## src/rtl/tdc_pkg.sv

```systemverilog
// Shared types and helpers for the TDC hit sequencer: FSM state encoding,
// fine-code width and the thermometer-code bubble check.
package tdc_pkg;

    localparam int MAX_TAPS = 256;

    typedef enum logic [2:0] {
        ST_IDLE,
        ST_ARMED,
        ST_ENCODE,
        ST_OUTPUT,
        ST_DEAD
    } tdc_state_t;

    function automatic int fine_width(input int ntaps);
        return $clog2(ntaps + 1);
    endfunction

    // A clean code with 'fine' ones is exactly the low 'fine' bits set.
    function automatic logic therm_bubble(input logic [MAX_TAPS-1:0] code,
                                          input int unsigned         fine);
        logic [MAX_TAPS-1:0] mask;
        for (int unsigned i = 0; i < MAX_TAPS; i++) begin
            mask[i] = (i < fine);
        end
        return code != mask;
    endfunction

endpackage

```

## src/rtl/tdc_therm_encoder.sv

```systemverilog
// Combinational thermometer encoder: popcount of the captured taps plus a
// flag for codes that are not a clean thermometer pattern.
module tdc_therm_encoder
    import tdc_pkg::*;
#(
    parameter  int NTAPS  = 16,
    localparam int FINE_W = fine_width(NTAPS)
) (
    input  logic [NTAPS-1:0]  taps,
    output logic [FINE_W-1:0] fine,
    output logic              bubble
);

    always_comb begin
        fine = '0;
        for (int i = 0; i < NTAPS; i++) begin
            fine = fine + FINE_W'(taps[i]);
        end
        bubble = therm_bubble(MAX_TAPS'(taps), 32'(fine));
    end

endmodule

```

## src/rtl/tdc_hit_sequencer.sv

```systemverilog
// TDC hit sequencer: detects rising edges on the first delay-line tap, latches
// the tap code and coarse time, encodes it and hands it off over valid/ready.
module tdc_hit_sequencer
    import tdc_pkg::*;
#(
    parameter  int NTAPS    = 16,
    parameter  int COARSE_W = 16,
    parameter  int DEAD_CYC = 4,
    localparam int FINE_W   = fine_width(NTAPS)
) (
    input  logic                clk,
    input  logic                rst_n,
    input  logic                enable,
    input  logic [NTAPS-1:0]    taps,
    output logic                ts_valid,
    input  logic                ts_ready,
    output logic [COARSE_W-1:0] ts_coarse,
    output logic [FINE_W-1:0]   ts_fine,
    output logic                ts_bubble,
    output logic                ts_lost,
    output logic                busy
);

    tdc_state_t          state, state_next;
    logic [COARSE_W-1:0] coarse, coarse_lat;
    logic [NTAPS-1:0]    tap_lat;
    logic [3:0]          dead_cnt;
    logic                prev_tap0;
    logic                lost_flag, lost_late;
    logic                hit, lost_hit, accept;
    logic [FINE_W-1:0]   enc_fine;
    logic                enc_bubble;

    assign hit      = taps[0] & ~prev_tap0;
    assign lost_hit = hit && (state inside {ST_ENCODE, ST_OUTPUT, ST_DEAD});
    assign accept   = (state == ST_OUTPUT) && ts_ready;

    tdc_therm_encoder #(.NTAPS(NTAPS)) u_enc (
        .taps   (tap_lat),
        .fine   (enc_fine),
        .bubble (enc_bubble)
    );

    always_ff @(posedge clk or negedge rst_n) begin
        if (!rst_n) state <= ST_IDLE;
        else        state <= state_next;
    end

    // NOTE: every always_comb output gets a default first so no path leaves it unassigned (no latch).
    always_comb begin
        state_next = state;
        case (state)
            ST_IDLE:   if (enable) state_next = ST_ARMED;
            ST_ARMED:  if (!enable) state_next = ST_IDLE;
                       else if (hit) state_next = ST_ENCODE;
            ST_ENCODE: state_next = enable ? ST_OUTPUT : ST_IDLE;
            ST_OUTPUT: if (ts_ready) state_next = enable ? ST_DEAD : ST_IDLE;
            ST_DEAD:   if (!enable) state_next = ST_IDLE;
                       else if (dead_cnt == '0) state_next = ST_ARMED;
            default:   state_next = ST_IDLE;
        endcase
    end

    always_ff @(posedge clk or negedge rst_n) begin
        if (!rst_n) begin
            coarse     <= '0;
            coarse_lat <= '0;
            tap_lat    <= '0;
            dead_cnt   <= '0;
            prev_tap0  <= 1'b0;
            lost_flag  <= 1'b0;
            lost_late  <= 1'b0;
            ts_valid   <= 1'b0;
            ts_coarse  <= '0;
            ts_fine    <= '0;
            ts_bubble  <= 1'b0;
            ts_lost    <= 1'b0;
            busy       <= 1'b0;
        end else begin
            prev_tap0 <= taps[0];
            busy      <= !(state_next inside {ST_IDLE, ST_ARMED});
            if (enable) coarse <= coarse + COARSE_W'(1);

            if (state == ST_ARMED && enable && hit) begin
                tap_lat    <= taps;
                coarse_lat <= coarse;
            end

            if (state == ST_ENCODE && enable) begin
                ts_valid  <= 1'b1;
                ts_coarse <= coarse_lat;
                ts_fine   <= enc_fine;
                ts_bubble <= enc_bubble;
                ts_lost   <= lost_flag;
            end

            if (accept) begin
                ts_valid <= 1'b0;
                dead_cnt <= 4'(DEAD_CYC - 1);
            end else if (state == ST_DEAD) begin
                dead_cnt <= dead_cnt - 4'd1;
            end

            // Hits dropped after this timestamp was encoded must survive its acceptance.
            if (state == ST_ARMED && hit)
                lost_late <= 1'b0;
            else if (lost_hit && state != ST_DEAD)
                lost_late <= 1'b1;

            if (accept)
                lost_flag <= lost_late | lost_hit;
            else if (lost_hit)
                lost_flag <= 1'b1;
        end
    end

endmodule

```

## config.mk

```make
export PLATFORM = sky130hd
export DESIGN_NAME = tdc_hit_sequencer
export DESIGN_NICKNAME = d
export VERILOG_FILES = /design/src/rtl/tdc_pkg.sv /design/src/rtl/tdc_therm_encoder.sv /design/src/rtl/tdc_hit_sequencer.sv
export SDC_FILE = /design/constraint.sdc
export NUM_CORES = 1
export LEC_CHECK = 0
export CAP_MARGIN = 15
export CELL_PAD_IN_SITES_DETAIL_PLACEMENT = 2
export CELL_PAD_IN_SITES_GLOBAL_PLACEMENT = 2
export CORE_ASPECT_RATIO = 0.6
export CORE_MARGIN = 2
export CORE_UTILIZATION = 40
export CTS_CLUSTER_DIAMETER = 150
export DETAILED_ROUTE_END_ITERATION = 10
export GPL_TIMING_DRIVEN = 0
export PLACE_DENSITY = 0.95
export SETUP_SLACK_MARGIN = 0.3
export SLEW_MARGIN = 20
export SYNTH_ARGS = -nofsm -noshare
export SYNTH_HDL_FRONTEND = slang
export SYNTH_SLANG_ARGS = --single-unit
```

## constraint.sdc

```tcl
create_clock -name clk -period 8.6 [get_ports clk]
set_input_delay 1.72 -clock clk [delete_from_list [all_inputs] [get_ports clk]]
set_output_delay 1.72 -clock clk [all_outputs]
set_load 0.005 [all_outputs]
```

# Yosys cells after proc, flatten, opt, wreduce, memory -nomap -nowiden
# Cells that the tools add are included.
# totals
latch_bits,0
reg_bits,83
mem_count,0
input_bits,20
mem_bits_rw,0
mem_bits_ro,0
word_cells,106
output_inout_bits,25
# op_classes
bitwise_logic,3
mul,0
n_lt_le_gt_ge,31
shift,0
mux,17
div,0
n_eq_ne,7
addsub,17
n_reduce_logical,17
# ops
cell,n
$lt A5 B5 Y1 const A,15
$add A5 B1 Y5,14
$lt A4 B5 Y1 const A,8
$ne A16 B31 Y1,1
$mux W3,7
$lt A3 B5 Y1 const A,4
$add A16 B1 Y16 const B,1
$pmux W3 S5,1
$lt A1 B5 Y1 const A,2
$lt A2 B5 Y1 const A,2
$reduce_bool A2 Y1,5
$mux W4,2
$logic_and A1 B1 Y1,7
$eq A3 B1 Y1 const B,2
$eq A3 B2 Y1 const B,2
$logic_not A3 Y1,2
$mux W1,6
$logic_not A4 Y1,1
$sub A4 B1 Y4 const B,1
$eq A3 B3 Y1 const B,1
$ne A3 B3 Y1 const B,1
$reduce_bool A3 Y1,1
$add A1 B1 Y2,1
$mux W2,1
4 further kinds,4

# Logic depth before layout (Yosys ltp)
# logic_depth
ltp_word,17
mapped_depth,18
ltp_nobuf,17

# By module
# From an unflattened synthesis, not the netlist that was laid out.
# hier_totals
hier_cells,358
hier_area_um2,4335.4
# by_module_without_submodules
mod,cells_per_inst,instances,seq_area_each_um2,area_per_inst_um2
tdc_hit_sequencer,235,1,2077.0,3433.3
tdc_therm_encoder,123,1,0.0,902.1

# Least setup slack after synthesis
# No wires, ideal clock.
# synth_path
kind,register to register
from,reg tap_lat[0]
to,reg ts_bubble
required_time_ps,8469
synth_period_minus_slack_ps,4821
slack_ps,3779
arrival_ps,4690
setup_time_ps,131
path_buffers,2
stages_incl_launch_ff,18
path_cell_list,dfrtp_1 ha_1 inv_1 fa_1 fa_1 fa_1 fa_1 fa_1 fa_1 buf_2 or2_0 clkbuf_1 a31oi_1 o21ai_0 mux2i_1 o211ai_1 nor4_1 a31oi_1
# synth_between
elab_chain_len,17
elab_cells_between_ends,47
cone_classes,add/sub (15); order compare (31); eq/ne (1)
# synth_lines
element,line,rtl
"start, declared",tdc_hit_sequencer.sv:26,logic [NTAPS-1:0] tap_lat;
"start signal, assigned",tdc_hit_sequencer.sv:85,tap_lat <= taps;
$add A1 B1 Y2,tdc_therm_encoder.sv:17,fine = fine + FINE_W'(taps[i]);
$add A5 B1 Y5 (14 in series),tdc_therm_encoder.sv:17,
"$lt A1 B5 Y1, or another cell as far along",tdc_pkg.sv:24,mask[i] = (i < fine);
$ne A16 B31 Y1 (*),tdc_pkg.sv:26,return code != mask;
"end signal, assigned",tdc_hit_sequencer.sv:93,ts_bubble <= enc_bubble;
"end, declared",tdc_hit_sequencer.sv:19,"output logic ts_bubble,"
# Every way passes the cells marked *; elsewhere a longest branch is shown, timed or not.
# A chain may end at the register's enable or synchronous reset.

# Worst setup path in the final report
# Ends and elaborated chain as after synthesis.

==> results_dict.tcl <==
set metrics [dict create \
    synth_warnings 0 \
    clk_latency_ns 0.35 \
    cts_max_level 3 \
    hold_violations 0 \
    synthArstFlopShare_pct 100.0 \
    synth_area_leaders "dfrtp_1, mux2_2, nand2_1" \
    clk_pin_slew_ns 0.06 \
    max_cap_violations 0 \
    cp_max_fo 8 \
    synthFlopType "dfrtp_1" \
    fin_crit_sh_pct 67.56 \
    yosys.cell_count.top_type "dfrtp_1" \
    antennaDiodeCount 0 \
    postCtsSetupBuffers 0 \
    yosysUniqueCellTypes 55 \
    grt.overflow.total 0 \
    cp_common_cell "fa_1" \
    setup.worst_path.end_class "register" \
    synth_edf_count 0 \
    core_region_area_sq_mm 0.01060 \
    grtUsageTotal_pct 28.12 \
    yosys_register_bits 83 \
    antenna_left 0 \
    critPathKind "register to register" \
    die-height_um 84.96 \
    ios 45 \
    tightest_slew_ns 0.9448 \
    place.gp.congestion 0.9093 \
    slowest_delay_ns 0.77 \
    outcome "finished clean" \
    postRouteWirelength_mm 15.28 \
    finalSetupViolCount 0 \
    syn_area_per_cell_sq_um 10.26 \
    cts_buffer_depth 2 \
    drv_slew 0 \
    crit_arrival_ns 6.01 \
    finalCriticalPeriod_ns 5.811 \
    syn_inst 426 \
    route.detailed.drc 0 \
    wl_per_cell_um 24.41 \
    rows 29 \
    clock-root-buffer "clkbuf_16" \
    vias 3639 \
    drt_iter0_drc 319 \
    startpoint_type "register" \
    path_cells "ha_1 -> inv_1 -> fa_1 -> fa_1 -> fa_1 -> fa_1 -> fa_1 -> fa_1 -> xor2_1 -> a21oi_2 -> or4b_1 -> a31oi_1 -> a211oi_1 -> a31oi_1" \
    via_per_inst 5.813 \
    dieArea_sq_mm 0.01180 \
    crit_required_ns 8.80 \
    path_buf_inv 1 \
    slew_headroom_pct 36.80 \
    finalNonFillerCells 626 \
    cts_resized 0 \
    hold_path.startpoint "coarse_lat[0]$_DFFE_PN0P_" \
    syn-cell-area_sq_mm 0.004369 \
    syn_to_final_growth_pct 20.99 \
    dr.pass1.iters 5 \
    crit_family "adder cells" \
    place_hpwl_mm 10.62 \
    antenna_found_initial 0 \
    crit-reg2reg-launch "tap_lat[0]$_DFFE_PN0P_" \
    grt_max_degree 45 \
    hold_class "register to register" \
    initial_utilization_pct 41.24 \
    grt_setup_unrepaired "no" \
    cts_made_buffers 9 \
    fin_nets 519 \
    place_inst 610 \
    fmax_ghz 0.1721 \
    num-fill-cells 1076 \
    post_route_cells_drive_above_1_share_pct 14.37 \
    synth_area_leader_cell "dfrtp_1" \
    grt_pass1_vias 4162 \
    grt_pass1_wl_mm 25.12 \
    critPathSlowestCell "xor2_1" \
    cts_hold_buffers 0 \
    mappedNetlistNets 463 \
    final.setup_skew_ns 0.01327 \
    numPortBuffers 44 \
    die_x_um 138.9 \
    ys_seq_area_share_pct 47.54 \
    clock_sinks 83 \
    cts_tree "done" \
    setup_tns_ns 0 \
    yosysTopAreaCellShare_pct 47.54 \
    crit_start "tap_lat[0]$_DFFE_PN0P_" \
    synthTopCellsByCount "dfrtp_1, nand2_1, mux2_2, inv_1" \
]
## kinds of logic after synthesis
| family | count (synthesis) | share of synthesized area, % |
|---|---|---|
| compound gates | 70 | 10.65 |
| xor+xnor | 20 | 4.181 |
| buf+inv | 43 | 4.295 |
| mux | 35 | 9.221 |
| flops | 83 | 47.54 |
| simple gates | 158 | 17.53 |
| fa+ha+maj | 17 | 6.586 |
## layout by cell type (no fill, tap or decap), types with 3 or more instances in the layout
| cell type | count |
|---|---|
| clkdlybuf4s50_1 | 43 |
| nand3_1 | 17 |
| dfrtp_1 | 83 |
| nor3_1 | 7 |
| nor2b_1 | 5 |
| nand2_1 | 78 |
| fa_1 | 10 |
| or2_2 | 4 |
| inv_1 | 25 |
| buf_4 | 3 |
| o22ai_1 | 4 |
| buf_2 | 3 |
| clkbuf_16 | 9 |
| and2_1 | 4 |
| a311oi_1 | 3 |
| nand4_1 | 6 |
| a31oi_1 | 6 |
| o211ai_1 | 3 |
| ha_1 | 7 |
| mux2_2 | 32 |
| clkbuf_1 | 11 |
| nand2b_1 | 3 |
| xor2_1 | 5 |
| nor2_1 | 13 |
| o21ai_0 | 16 |
| nor4_1 | 4 |
| a211oi_1 | 3 |
| and3_1 | 7 |
| xnor2_1 | 14 |
| a21oi_1 | 17 |
## worst paths after layout
path | slack (ns) | endpoint | depth (start not counted)
min | 0.47 | ts_coarse[0]$_DFFE_PN0P_ | 2
max | 2.79 | ts_bubble$_DFFE_PN0P_ | 14
max reg2reg | 2.79 | ts_bubble$_DFFE_PN0P_ | 14
max in group asynchronous | 6.58 | coarse[3]$_DFFE_PN0P_ | 2
min in group asynchronous | 1.37 | tap_lat[7]$_DFFE_PN0P_ | 1
min reg2reg | 0.47 | ts_coarse[0]$_DFFE_PN0P_ | 2
## area by class of cell
cell class	instances	area [sq um]	share of cell area, %
Buffer	18	93.84	1.775
Clock buffer	10	239.0	4.521
Clock inverter	6	46.29	0.8757
Inverter	25	93.84	1.775
Multi-Input combinational cell	300	2105	39.81
Sequential cell	83	2077	39.29
Tap cell	139	173.9	3.290
Timing Repair Buffer	45	457.9	8.663
## state kept, by name (all words and copies together) (netlist names), 3 cells and up
signal      flops
coarse_lat     16
ts_coarse      16
dead_cnt        4
state           3
tap_lat        16
coarse         16
ts_fine         5
## through the flow
step,util (%),worst slack (ns),instance area [sq um],hold WS [ns]
floorplan,-,3.779,4369,0.4323
global placement,47.04,2.878,4984,0.4470
detailed placement,47.20,2.955,5001,0.4599
CTS,49.89,2.899,5286,0.4742
global route,49.89,2.630,5286,0.4958
finish,49.89,2.789,5286,0.4659
## worst min-delay path, stage by stage, from the launching register on
cell and delay, ns:
dfrtp_1 0.34, nand2_1 0.05, nand2_1 0.05
## routing by layer
| metal | track usage [%] | routed length [um] | share of wire (%) | vias to the layer above |
|---|---|---|---|---|
| li1 | - | - | - | 1581 |
| met1 | 38.55 | 6888 | 45 | 1903 |
| met2 | 44.83 | 7095 | 46 | 130 |
| met3 | 6.603 | 962 | 6.3 | 25 |
| met4 | 8.907 | 332 | 2.2 | 0 |
| met5 | 0 | 0 | 0 | - |
Power is left out: the tool's default activity adds up to more than one toggle a clock period on the data nets, which glitch-free logic cannot reach.
